<file path="src/rtl/queue_rr_sched.sv">
// Round-robin dequeue scheduler: grants one eligible queue per cycle under a
// 2-credit limit, captures the 1-cycle-latency RAM read data and presents it
// downstream through a 2-entry in-order buffer tagged with the queue id.
module queue_rr_sched #(
    parameter int unsigned Q = 4,
    parameter int unsigned W = 32
) (
    input  logic                     clk,
    input  logic                     arst_n,
    input  logic [Q-1:0]             i_empty,
    input  logic [Q-1:0]             i_mask,
    output logic [Q-1:0]             o_pop,
    input  logic [Q*W-1:0]           i_rdata,
    output logic                     o_valid,
    output logic [W-1:0]             o_data,
    output logic [$clog2(Q)-1:0]     o_qid,
    input  logic                     i_ready
);

    localparam int unsigned QID_W = $clog2(Q);

    typedef struct packed {
        logic [QID_W-1:0] qid;
        logic [W-1:0]     data;
    } entry_t;

    logic [Q-1:0]     elig;
    logic [QID_W-1:0] ptr;
    logic [QID_W-1:0] ptr_nxt;
    logic [QID_W-1:0] gnt;
    logic             gnt_vld;
    logic [QID_W-1:0] cand;
    logic [31:0]      idx;
    logic             infl;
    logic [QID_W-1:0] qid_r;
    logic [1:0]       occ;
    logic [2:0]       credit;
    logic             issue_ok;
    logic             hs;
    logic             wr;
    logic             rd_idx;
    logic             wr_idx;
    entry_t           buf_q [2];

    assign elig = ~i_empty & i_mask;
    assign hs   = o_valid & i_ready;
    assign wr   = infl;

    // Credit check: buffered + in-flight entries, minus the one leaving now
    always_comb begin
        credit   = 3'(occ) + 3'(infl) - 3'(hs);
        issue_ok = (credit < 3'd2);
    end

    // Rotating-priority scan starting at ptr; suppressed while in reset
    always_comb begin
        gnt     = '0;
        gnt_vld = 1'b0;
        idx     = '0;
        cand    = '0;
        for (int unsigned i = 0; i < Q; i++) begin
            idx = 32'(ptr) + i;
            if (idx >= Q) begin
                idx = idx - Q;
            end
            cand = QID_W'(idx);
            if (!gnt_vld && elig[cand]) begin
                gnt_vld = 1'b1;
                gnt     = cand;
            end
        end
        if (!issue_ok || !arst_n) begin
            gnt_vld = 1'b0;
        end
    end

    // One-hot pop strobe and next pointer
    always_comb begin
        o_pop   = '0;
        ptr_nxt = ptr;
        if (gnt_vld) begin
            o_pop[gnt] = 1'b1;
            ptr_nxt    = (gnt == QID_W'(Q - 1)) ? '0 : gnt + QID_W'(1);
        end
    end

    // Pointer and read-pipeline tracking
    always_ff @(posedge clk or negedge arst_n) begin
        if (!arst_n) begin
            ptr   <= '0;
            infl  <= 1'b0;
            qid_r <= '0;
        end else begin
            ptr  <= ptr_nxt;
            infl <= gnt_vld;
            if (gnt_vld) begin
                qid_r <= gnt;
            end
        end
    end

    // Output buffer: capture returned read data, retire on handshake
    always_ff @(posedge clk or negedge arst_n) begin
        if (!arst_n) begin
            buf_q[0] <= '0;
            buf_q[1] <= '0;
            rd_idx   <= 1'b0;
            wr_idx   <= 1'b0;
            occ      <= '0;
        end else begin
            if (wr) begin
                buf_q[wr_idx].data <= i_rdata[32'(qid_r)*W +: W];
                buf_q[wr_idx].qid  <= qid_r;
                wr_idx             <= ~wr_idx;
            end
            if (hs) begin
                rd_idx <= ~rd_idx;
            end
            occ <= occ + 2'(wr) - 2'(hs);
        end
    end

    // Head entry presented downstream
    always_comb begin
        o_valid = (occ != 2'd0);
        o_data  = buf_q[rd_idx].data;
        o_qid   = buf_q[rd_idx].qid;
    end

endmodule

</file>
<file path="config.mk">
export PLATFORM = sky130hd
export DESIGN_NAME = queue_rr_sched
export DESIGN_NICKNAME = d
export VERILOG_FILES = /design/src/rtl/queue_rr_sched.sv
export SDC_FILE = /design/constraint.sdc
export NUM_CORES = 1
export LEC_CHECK = 0
export ABC_CLOCK_PERIOD_IN_PS = 3300
export BUFFER_PORTS_ARGS = -buffer_cell sky130_fd_sc_hd__buf_2
export CAP_MARGIN = 20
export CORE_ASPECT_RATIO = 1.4
export CORE_MARGIN = 2
export CORE_UTILIZATION = 49
export CTS_CLUSTER_DIAMETER = 40
export DETAILED_ROUTE_END_ITERATION = 8
export PLACE_DENSITY = 0.81
export SLEW_MARGIN = 20
export SYNTH_ARGS = -nofsm -noshare
export SYNTH_HDL_FRONTEND = slang
export SYNTH_SLANG_ARGS = --single-unit
export TNS_END_PERCENT = 50
</file>
<file path="constraint.sdc">
create_clock -name clk -period 3.3 [get_ports clk]
set_input_delay 0.66 -clock clk [delete_from_list [all_inputs] [get_ports clk]]
set_output_delay 0.66 -clock clk [all_outputs]
set_load 0.01 [all_outputs]
</file>
* After elaboration in Yosys (flattened, before gate mapping) *
Index checks and enable logic that the tools add are counted.

storage, ports and cells
  register bits = 77
  output and inout port bits = 39

operators by class
  add/sub/neg operators = 12
  magnitude comparators = 14
  eq/ne operators = 1
  shift-type cells = 1
  mux-type cells = 34
  bitwise logic cells = 7
  reductions and logical operators = 12

operator list
  operator                                                                      number
  68-bit bitwise mux                                                            2
  34-bit 2-to-1 mux                                                             4
  128-bit by 8-bit variable part select with 32-bit output                      1
  34-bit demux with 1-bit select                                                2
  32-bit 2-to-1 mux                                                             1
  2-bit 2-to-1 mux                                                              9
  2-bit by 3-bit less-than comparator with 1-bit output, second input constant  5
  1-bit 2-to-1 mux                                                              10
  3-bit >= comparator, second input constant                                    3
  1-bit binary-select mux with 2-bit select                                     4
  2-bit by 1-bit subtractor with 2-bit output, second input constant            4
  2-bit by 2-bit adder with 3-bit output, second input constant                 2
  1-bit logical AND                                                             5
  1-bit logical NOT                                                             5
  4-bit bitwise AND                                                             1
  2-bit >= comparator, second input constant                                    2
  4-bit 2-to-1 mux                                                              1
  1-bit NOT with 2-bit output                                                   2
  4-bit NOT                                                                     1
  2-bit by 1-bit adder with 3-bit output                                        1
  2-bit by 1-bit adder with 3-bit output, second input constant                 1
  2-bit by 3-bit >= comparator with 1-bit output, second input constant         1
  3-bit by 2-bit less-than comparator with 1-bit output, second input constant  1
  3-bit by 1-bit subtractor with 3-bit output                                   1
  11 further kinds                                                              12

* Logic depth before layout (Yosys ltp) *
Gate-level depths: netlist (run 1).

  depth in word-level cells = 19
  mapped depth = 11
  gate-level depth less buffers = 11

* Least setup slack after synthesis (run 1) *
OpenSTA, ideal clock, no wires.

  path kind = input to output
  start point = input i_ready
  end point = output o_pop[0]
  arrival time = 2.444 ns
  data required time = 2.640 ns
  slack = 0.196 ns
  cell stages on the path = 8
  buffers on the path = 0
  cell sequence = and2_1 > ha_1 > inv_1 > ha_1 > fa_1 > nand3b_1 > a31oi_2 > and2_1

between the ends
  longest elaborated chain between the ends = 7

ends and longest elaborated chain
  element                                                RTL line  source
  start: declaration                                     17        input logic i_ready
  1-bit bitwise AND                                      46        assign hs = o_valid & i_ready;
  3-bit by 1-bit subtractor with 3-bit output            51        credit = 3'(occ) + 3'(infl) - 3'(hs);
  via credit[1]                                          37        logic [2:0] credit;
  3-bit by 2-bit less-than comparator with 1-bit output  52        issue_ok = (credit < 3'd2);
  1-bit logical NOT                                      72        if (!issue_ok || !arst_n) begin
  1-bit logical OR                                       72
  1-bit 2-to-1 mux                                       72
  via gnt_vld                                            31        logic gnt_vld;
  4-bit 2-to-1 mux                                       81        if (gnt_vld) begin
  end: declaration                                       12        output logic [Q-1:0] o_pop,

The timed path passes the listed nets, and every way through them passes these cells.

* Worst setup path in the final report (run 1) *
  start point = register occ[0]
  end point = output o_pop[1]

between the ends
  longest elaborated chain between the ends = 8

ends and longest elaborated chain
  element                                                RTL line  source
  start: declaration                                     36        logic [1:0] occ;
  start signal: assignment                               119       occ <= occ + 2'(wr) - 2'(hs);
  2-bit nonzero test                                     125       o_valid = (occ != 2'd0);
  1-bit bitwise AND                                      46
  via hs                                                 39        logic hs;
  3-bit by 1-bit subtractor with 3-bit output            51
  via credit[1]                                          37
  3-bit by 2-bit less-than comparator with 1-bit output  52
  1-bit logical NOT                                      72
  1-bit logical OR                                       72
  1-bit 2-to-1 mux                                       72
  via gnt_vld                                            31
  4-bit 2-to-1 mux                                       81

The timed path passes the listed nets, and every way through them passes these cells.

==> impl_results.md, run 1 <==
- Status: complete, but fails checks
- Violated checks: negative setup slack
- Vias in the first global route: roughly 3200
- Crit path largest cell delay: 0.44 ns
- Syn avg cell area: around 15 um^2
- # diodes: 0
- Hold WC Path Type: flip-flop to flip-flop
- Terminus of the critical flop-to-flop path: ptr[1]
- Cts hold-fix bufs: 0
- CTS Buf Count: 9
- Final core utilization: between 60% and 70%
- Critical path's top delay family: adder cells
- Die area: ~0.0096 mm^2
- Syn Nets: 428
- CP Cell Sequence: inv_2 -> nand2_2 -> and2_4 -> ha_4 -> inv_2 -> ha_4 -> fa_2 -> nand3b_1 -> a31oi_4 -> and2_1 -> buf_2
- Largest net degree at the start of global routing: 78
- Cells after Synth: ~280
- Final Critical Period: between 3 and 4 ns
- Number of cells on the worst reg-to-reg path: 12
- Clock latency on the worst-skew pair: roughly 0.33 ns
- Worst hold stages: 2
- Setup crit end kind: output pin
- Htree depth: 3
- Routed vias: slightly above 3000
- CP arrival: ~2.7 ns
- Crit path kind: flip-flop to output pin
- Commonest non-fill, non-tap cell in the layout: buf_2
- R2R Setup Slk: ~0.54 ns
- Final wirelength: between 9 and 10 mm
- Final Hold Fails: 0
- FMAX: between 0.2 and 0.3 GHz
- Drt drc: 0
- HPWL after detailed placement: about 6.8 mm
- Core area: 0.00856 mm^2
- Routability congestion estimate: slightly below 0.8
- Max cap viols: 0
- Pwr Density: about 970 mW/mm^2
- Setup TNS: -0.105 ns
- Pwr Total: approximately 5.5 mW
- First-pass GRT wire length: 14.6 mm
- Nets: between 600 and 700
- Setup slack after layout: -0.0595 ns
- I/O pin cnt: between 150 and 200
- Die Y: between 100 and 150 um
- Max clock buf depth: 2
- Layout cells sized above 1: 74.4%
- Initial Utilization: slightly above 50%
- Clock sink total: slightly below 80
- Die X: about 83 um
- Worst r2r src: occ[0]
- Vias per cell: between 5 and 6
- RSZ-0062 raised after global routing: yes
- Pins Over Slew Limit: 0
- Slowest CP cell: fa_2
- Area grow syn2layout: 32.0%
- Crit-path max FO: 5
- Syn Std Cell Area: around 0.0043 mm^2
- Slew @ Worst Pin: ~1.1 ns
- GRT Util Overall: ~19%
- Synth cell types: 28
- Rows: 40
- Period utilization: 102%
- Worst Hold End: buf_q[32]
- Iter 0 DRT Violations: 61
- Worst path bufs/invs: 3
- Clk slew on worst S/H paths: 0.06 ns
- Number of detailed-route iterations in the first pass: 4
- CP Launch Type: flip-flop
- Final setup fails: 4
- Max transition margin: about 29%
- I/O Buffers: around 180
- Gr ovfl total: 0
- Antenna Nets Post-Route: 0
- Leak: 2.66 nW
- Syn. warnings: 0
- Hold Path Origin: buf_q[32]
- Commonest non-fill, non-tap cells in the layout: 174 x buf_2, 101 x mux2_2, 75 x dfrtp_1, 28 x mux4_2, 13 x buf_4
- Seq cells post-synth: 77
- DR WL/cell: 16.8 um
- VDD IR max: approximately 0.00054 V
- CTS tree: done
- Antenna violations before repair: 0
- Worst Skew: ~0.0068 ns
- CP Data Required Time: about 2.6 ns
- CTS root buf: clkbuf_16
- Sequential area share after synthesis: between 40% and 50%
[worst max-delay path by stage]
stage / start / end / slack (ns) / cells past startpoint
4_1_cts: occ[1] / o_pop[0] / 0.002 / 11
3_5_place_dp: i_ready / o_pop[0] / 0.08 / 11
2_1_floorplan: i_ready / o_pop[0] / 0.20 / 8
3_3_place_gp: i_ready / o_pop[2] / 0.13 / 10
5_1_grt: occ[0] / o_pop[1] / -0.14 / 11
6_report: occ[0] / o_pop[1] / -0.06 / 11
[cell families after synthesis]
kind of cell / share of synthesized area [%]
buf+inv: 4.18
flops: 44.8
compound gates: 1.71
mux: 43.7
xor+xnor: 0.610
simple gates: 2.79
fa+ha+maj: 2.21
[power by group]
part,internal (mW),total [mW],switching [mW]
Sequential,1.43,1.85,0.417
Clock,0.738,1.11,0.370
Combinational,1.53,2.54,1.01
[worst reg2reg max path, cell delays in order, from the launching register on]
cell	delay [ns]
dfrtp_1	0.38
inv_2	0.10
nand2_2	0.07
and2_4	0.15
ha_4	0.26
inv_2	0.04
ha_4	0.15
fa_2	0.44
nand3b_1	0.23
a31oi_4	0.24
buf_4	0.15
buf_4	0.12
mux2_2	0.33
[per-stage QoR]
stage | cells | hold WS (ns) | area, um^2 | setup WS (ns)
after floorplan | 282 | 0.364 | 4310 | 0.196
after global placement | 551 | 0.462 | 5240 | 0.127
after detailed placement | 551 | 0.474 | 5240 | 0.0843
after CTS | 571 | 0.486 | 5620 | 0.00218
after global routing | 573 | 0.513 | 5680 | -0.142
final | 573 | 0.484 | 5680 | -0.0595
[sequential cells by signal, summed over array words and instances, names as in the netlist]
register	cells
infl	1
occ	2
ptr	2
wr_idx	1
buf_q	68
rd_idx	1
qid_r	2
[per-layer routing]
| metal | part of all wire (%) | wire length, um | vias up | track usage (%) |
|---|---|---|---|---|
| met5 | 0 | 0 | - | 0 |
| met4 | 1.7 | 159 | 0 | 8.63 |
| met3 | 4.7 | 448 | 12 | 2.58 |
| met2 | 57 | 5470 | 101 | 36.9 |
| met1 | 37 | 3530 | 1560 | 21.3 |
| li1 | - | - | 1415 | - |
[cell type report]
class                      instances  area, um^2
tap                              105         131
sequential                        77        1930
clock buffer                      10         229
multi-input combinational        176        2250
fill                             639        2870
inverter                          10        37.5
clock inverter                     6         111
timing repair buffer             189         991
[cells in the mapped netlist (all sizes together)]
master	n	share of area [%]
mux2i	1	0.23
nor2b	5	0.73
nand3b	1	0.17
o211ai	1	0.17
clkbuf	3	0.26
buf	16	3.1
nand3	1	0.12
inv	10	0.87
ha	6	1.7
a31oi	1	0.29
mux4	32	17
and2	5	0.73
o22a	1	0.20
o2bb2ai	1	0.20
fa	1	0.46
mux2	101	26
nor2	1	0.087
nand2	4	0.35
nor3b	1	0.17
o21ai	5	0.58
xor2	3	0.61
nand2b	3	0.44
o22ai	1	0.15
dfrtp	77	45
a21oi	1	0.12
[timing repair]
item / CTS / global route
endpoints found under the setup margin: 4 / 4
setup buffers: 4 / 2
hold endpoints to repair: 0 / 0
resized for setup: 3 / 11
pin swaps: 3 / 5
Power figures use the tool's default switching activity.
==> run 2, diff against run 1 <==
--- a/config.mk
+++ b/config.mk
@@ -5,15 +5,17 @@
 export SDC_FILE = /design/constraint.sdc
 export NUM_CORES = 1
 export LEC_CHECK = 0
-export ABC_CLOCK_PERIOD_IN_PS = 3300
+export ABC_CLOCK_PERIOD_IN_PS = 3900
 export BUFFER_PORTS_ARGS = -buffer_cell sky130_fd_sc_hd__buf_2
 export CAP_MARGIN = 20
+export CELL_PAD_IN_SITES_DETAIL_PLACEMENT = 0
+export CELL_PAD_IN_SITES_GLOBAL_PLACEMENT = 1
 export CORE_ASPECT_RATIO = 1.4
 export CORE_MARGIN = 2
-export CORE_UTILIZATION = 49
+export CORE_UTILIZATION = 41
 export CTS_CLUSTER_DIAMETER = 40
 export DETAILED_ROUTE_END_ITERATION = 8
-export PLACE_DENSITY = 0.81
+export PLACE_DENSITY_LB_ADDON = 0.1
 export SLEW_MARGIN = 20
 export SYNTH_ARGS = -nofsm -noshare
 export SYNTH_HDL_FRONTEND = slang
==> constraint.sdc (replaced) <==
create_clock -name clk -period 3.9 [get_ports clk]
set_input_delay 0.78 -clock clk [delete_from_list [all_inputs] [get_ports clk]]
set_output_delay 0.78 -clock clk [all_outputs]
set_load 0.01 [all_outputs]
==> impl_results.md, run 2 (synthesis gave the netlist of run 1 again) <==
- Status: complete, no violations
- Clock latency on the worst-skew pair: 0.33 ns (about the same)
- Slowest CP cell: fa_1
- Antenna violations before repair: 2 (+2)
- Layout cells sized above 1: 71.7% (-2.7 points)
- Vias in the first global route: 3193 (+0.54%)
- Final Hold Fails: 0 (unchanged)
- Max clock buf depth: 2 (unchanged)
- Critical path's top delay family: adder cells
- Core area: 0.0103 mm^2 (+20%)
- Place WS: 0.363 ns (+0.278 ns)
- Routed vias: 3010 (-2.5%)
- Initial Utilization: 41.8% (-8.5 points)
- GRT Util Overall: 17.2% (-2.1 points)
- Largest reg by FF count: buf_q
- Final Critical Period: roughly 3.6 ns
- Crit-path max FO: 5 (unchanged)
- Clk slew on worst S/H paths: 0.06 ns (about the same)
- Pins Over Slew Limit: 0 (unchanged)
- Pwr Density: 809 mW/mm^2 (-16%)
- CP arrival: 2.78 ns (+0.08 ns)
- CP Data Required Time: 3.12 ns (+0.48 ns)
- Routability congestion estimate: 0.752 (-2.7%)
- CTS root buf: clkbuf_16
- Commonest non-fill, non-tap cell in the layout: buf_2
- Setup Fix Bufs, Post-CTS: 0 (-4)
- Area grow syn2layout: 30.6%
- RSZ-0062 raised after global routing: no
- CTS tree: done
- Final setup fails: 0 (-4)
- Nets: 600 (-1.5%)
- Worst Skew: 0.00649 ns (-0.000297 ns)
- Die area: 0.0113 mm^2 (+19%)
- Setup TNS: 0 ns (+0.105 ns)
- Clock sink total: 77 (unchanged)
- Max reg flops: 68 (unchanged)
- Leak: 2.63 nW (-1.2%)
- Crit path largest cell delay: 0.46 ns (+0.02 ns)
- Number of detailed-route iterations in the first pass: 3 (-1)
- Drt drc: 0 (unchanged)
- VDD IR max: 0.000282 V (-48%)
- Setup slack after layout: 0.344 ns (+0.403 ns)
- Post-CTS Resized: 0 (-3)
- Period utilization: between 90% and 100%
- Worst path bufs/invs: 3 (unchanged)
- Crit path kind: flip-flop to output pin
- Antenna Nets Post-Route: 0 (unchanged)
- Cts hold-fix bufs: 0 (unchanged)
- I/O pin cnt: 178 (unchanged)
- Final core utilization: 54.6% (-12 points)
- Die X: 90.6 um (+8.9%)
- Largest net degree at the start of global routing: 76 (-2.6%)
- Gr ovfl total: 0 (unchanged)
- Vias per cell: 5.03 (-6.6%)
- Footprint of the multi-input gates: 0.00221 mm^2 (-2.1%)
- First-pass GRT wire length: 15.2 mm (+4.7%)
- Register area: 0.00193 mm^2 (+0.13%)
- FMAX: 0.281 GHz
- Setup crit end kind: output pin
- Max transition margin: 28.8% (-0.13 points)
- Rows: 44 (+10%)
- DR WL/cell: 15.7 um (-6.3%)
- CTS Buf Count: 9 (unchanged)
- HPWL after detailed placement: 6.63 mm (-1.8%)
- Commonest non-fill, non-tap cells in the layout: 176 x buf_2, 101 x mux2_2, 75 x dfrtp_1, 28 x mux4_2, 10 x inv_1
- Htree depth: 3 (unchanged)
- Hold WC Path Type: input pin to async pin
- CP Cell Sequence: inv_1 -> nand2_1 -> and2_1 -> ha_1 -> inv_1 -> ha_1 -> fa_1 -> nand3b_1 -> a31oi_2 -> and2_1 -> buf_2
- Iter 0 DRT Violations: 56 (-8.2%)
- Pwr Total: 4.55 mW (-17%)
- Max cap viols: 0 (unchanged)
- Fill count: 901 (+41%)
- CP Launch Type: flip-flop
- Die Y: 125 um (+9.0%)
- Slew @ Worst Pin: 1.07 ns (-0.000277 ns)
- Final wirelength: 9.40 mm (-2.2%)
- I/O Buffers: 177 (unchanged)
## run 2: through the flow
stage                     cell area (um^2)  hold slack, ns  instances
final                                 5620           0.239        598
after global routing                  5620           0.228        598
after CTS                             5620           0.227        597
after detailed placement              5260           0.465        581
after global placement                5260           0.463        581
after floorplan                       4310           0.444        282
## run 2: layout make-up
type	instances	share of cell area [%]
clock buffer	13	4.81
clock inverter	3	1.60
antenna	1	0.0445
sequential	77	34.3
inverter	10	0.667
multi-input combinational	176	39.3
timing repair buffer	180	16.2
tap	138	3.07
## run 2: final timing paths
path	from	end	slack (ns)	depth (start not counted)
worst max-delay path	occ[1]	o_pop[1]	0.34	11
worst min register to register	buf_q[33]	buf_q[33]	0.47	2
min in group clk	buf_q[33]	buf_q[33]	0.47	2
max in group asynchronous	arst_n	qid_r[0]	2.48	2
worst max register to register	occ[1]	ptr[1]	1.11	11
worst min-delay path	arst_n	buf_q[10]	0.24	1
## run 2: layer usage
metal	up-vias	GRT usage [%]	part of all wire (%)
met5	-	0	0.14
met4	2	7.60	2.0
met3	13	4.46	7.0
met2	105	30.0	52
met1	1491	19.7	39
li1	1399	-	-
## run 2: worst reg2reg max path, cell delays in order (launching register included)
cell,delay (ns)
dfrtp_1,0.39
inv_1,0.10
nand2_1,0.07
and2_1,0.17
ha_1,0.27
inv_1,0.04
ha_1,0.18
fa_1,0.46
nand3b_1,0.25
a31oi_2,0.25
buf_4,0.18
mux2_2,0.33
## run 2: power by group
group / internal, mW / switching [mW] / leakage [nW]
Sequential: 1.21 / 0.366 / 0.917
Clock: 0.677 / 0.307 / 0.176
Combinational: 1.21 / 0.779 / 1.54
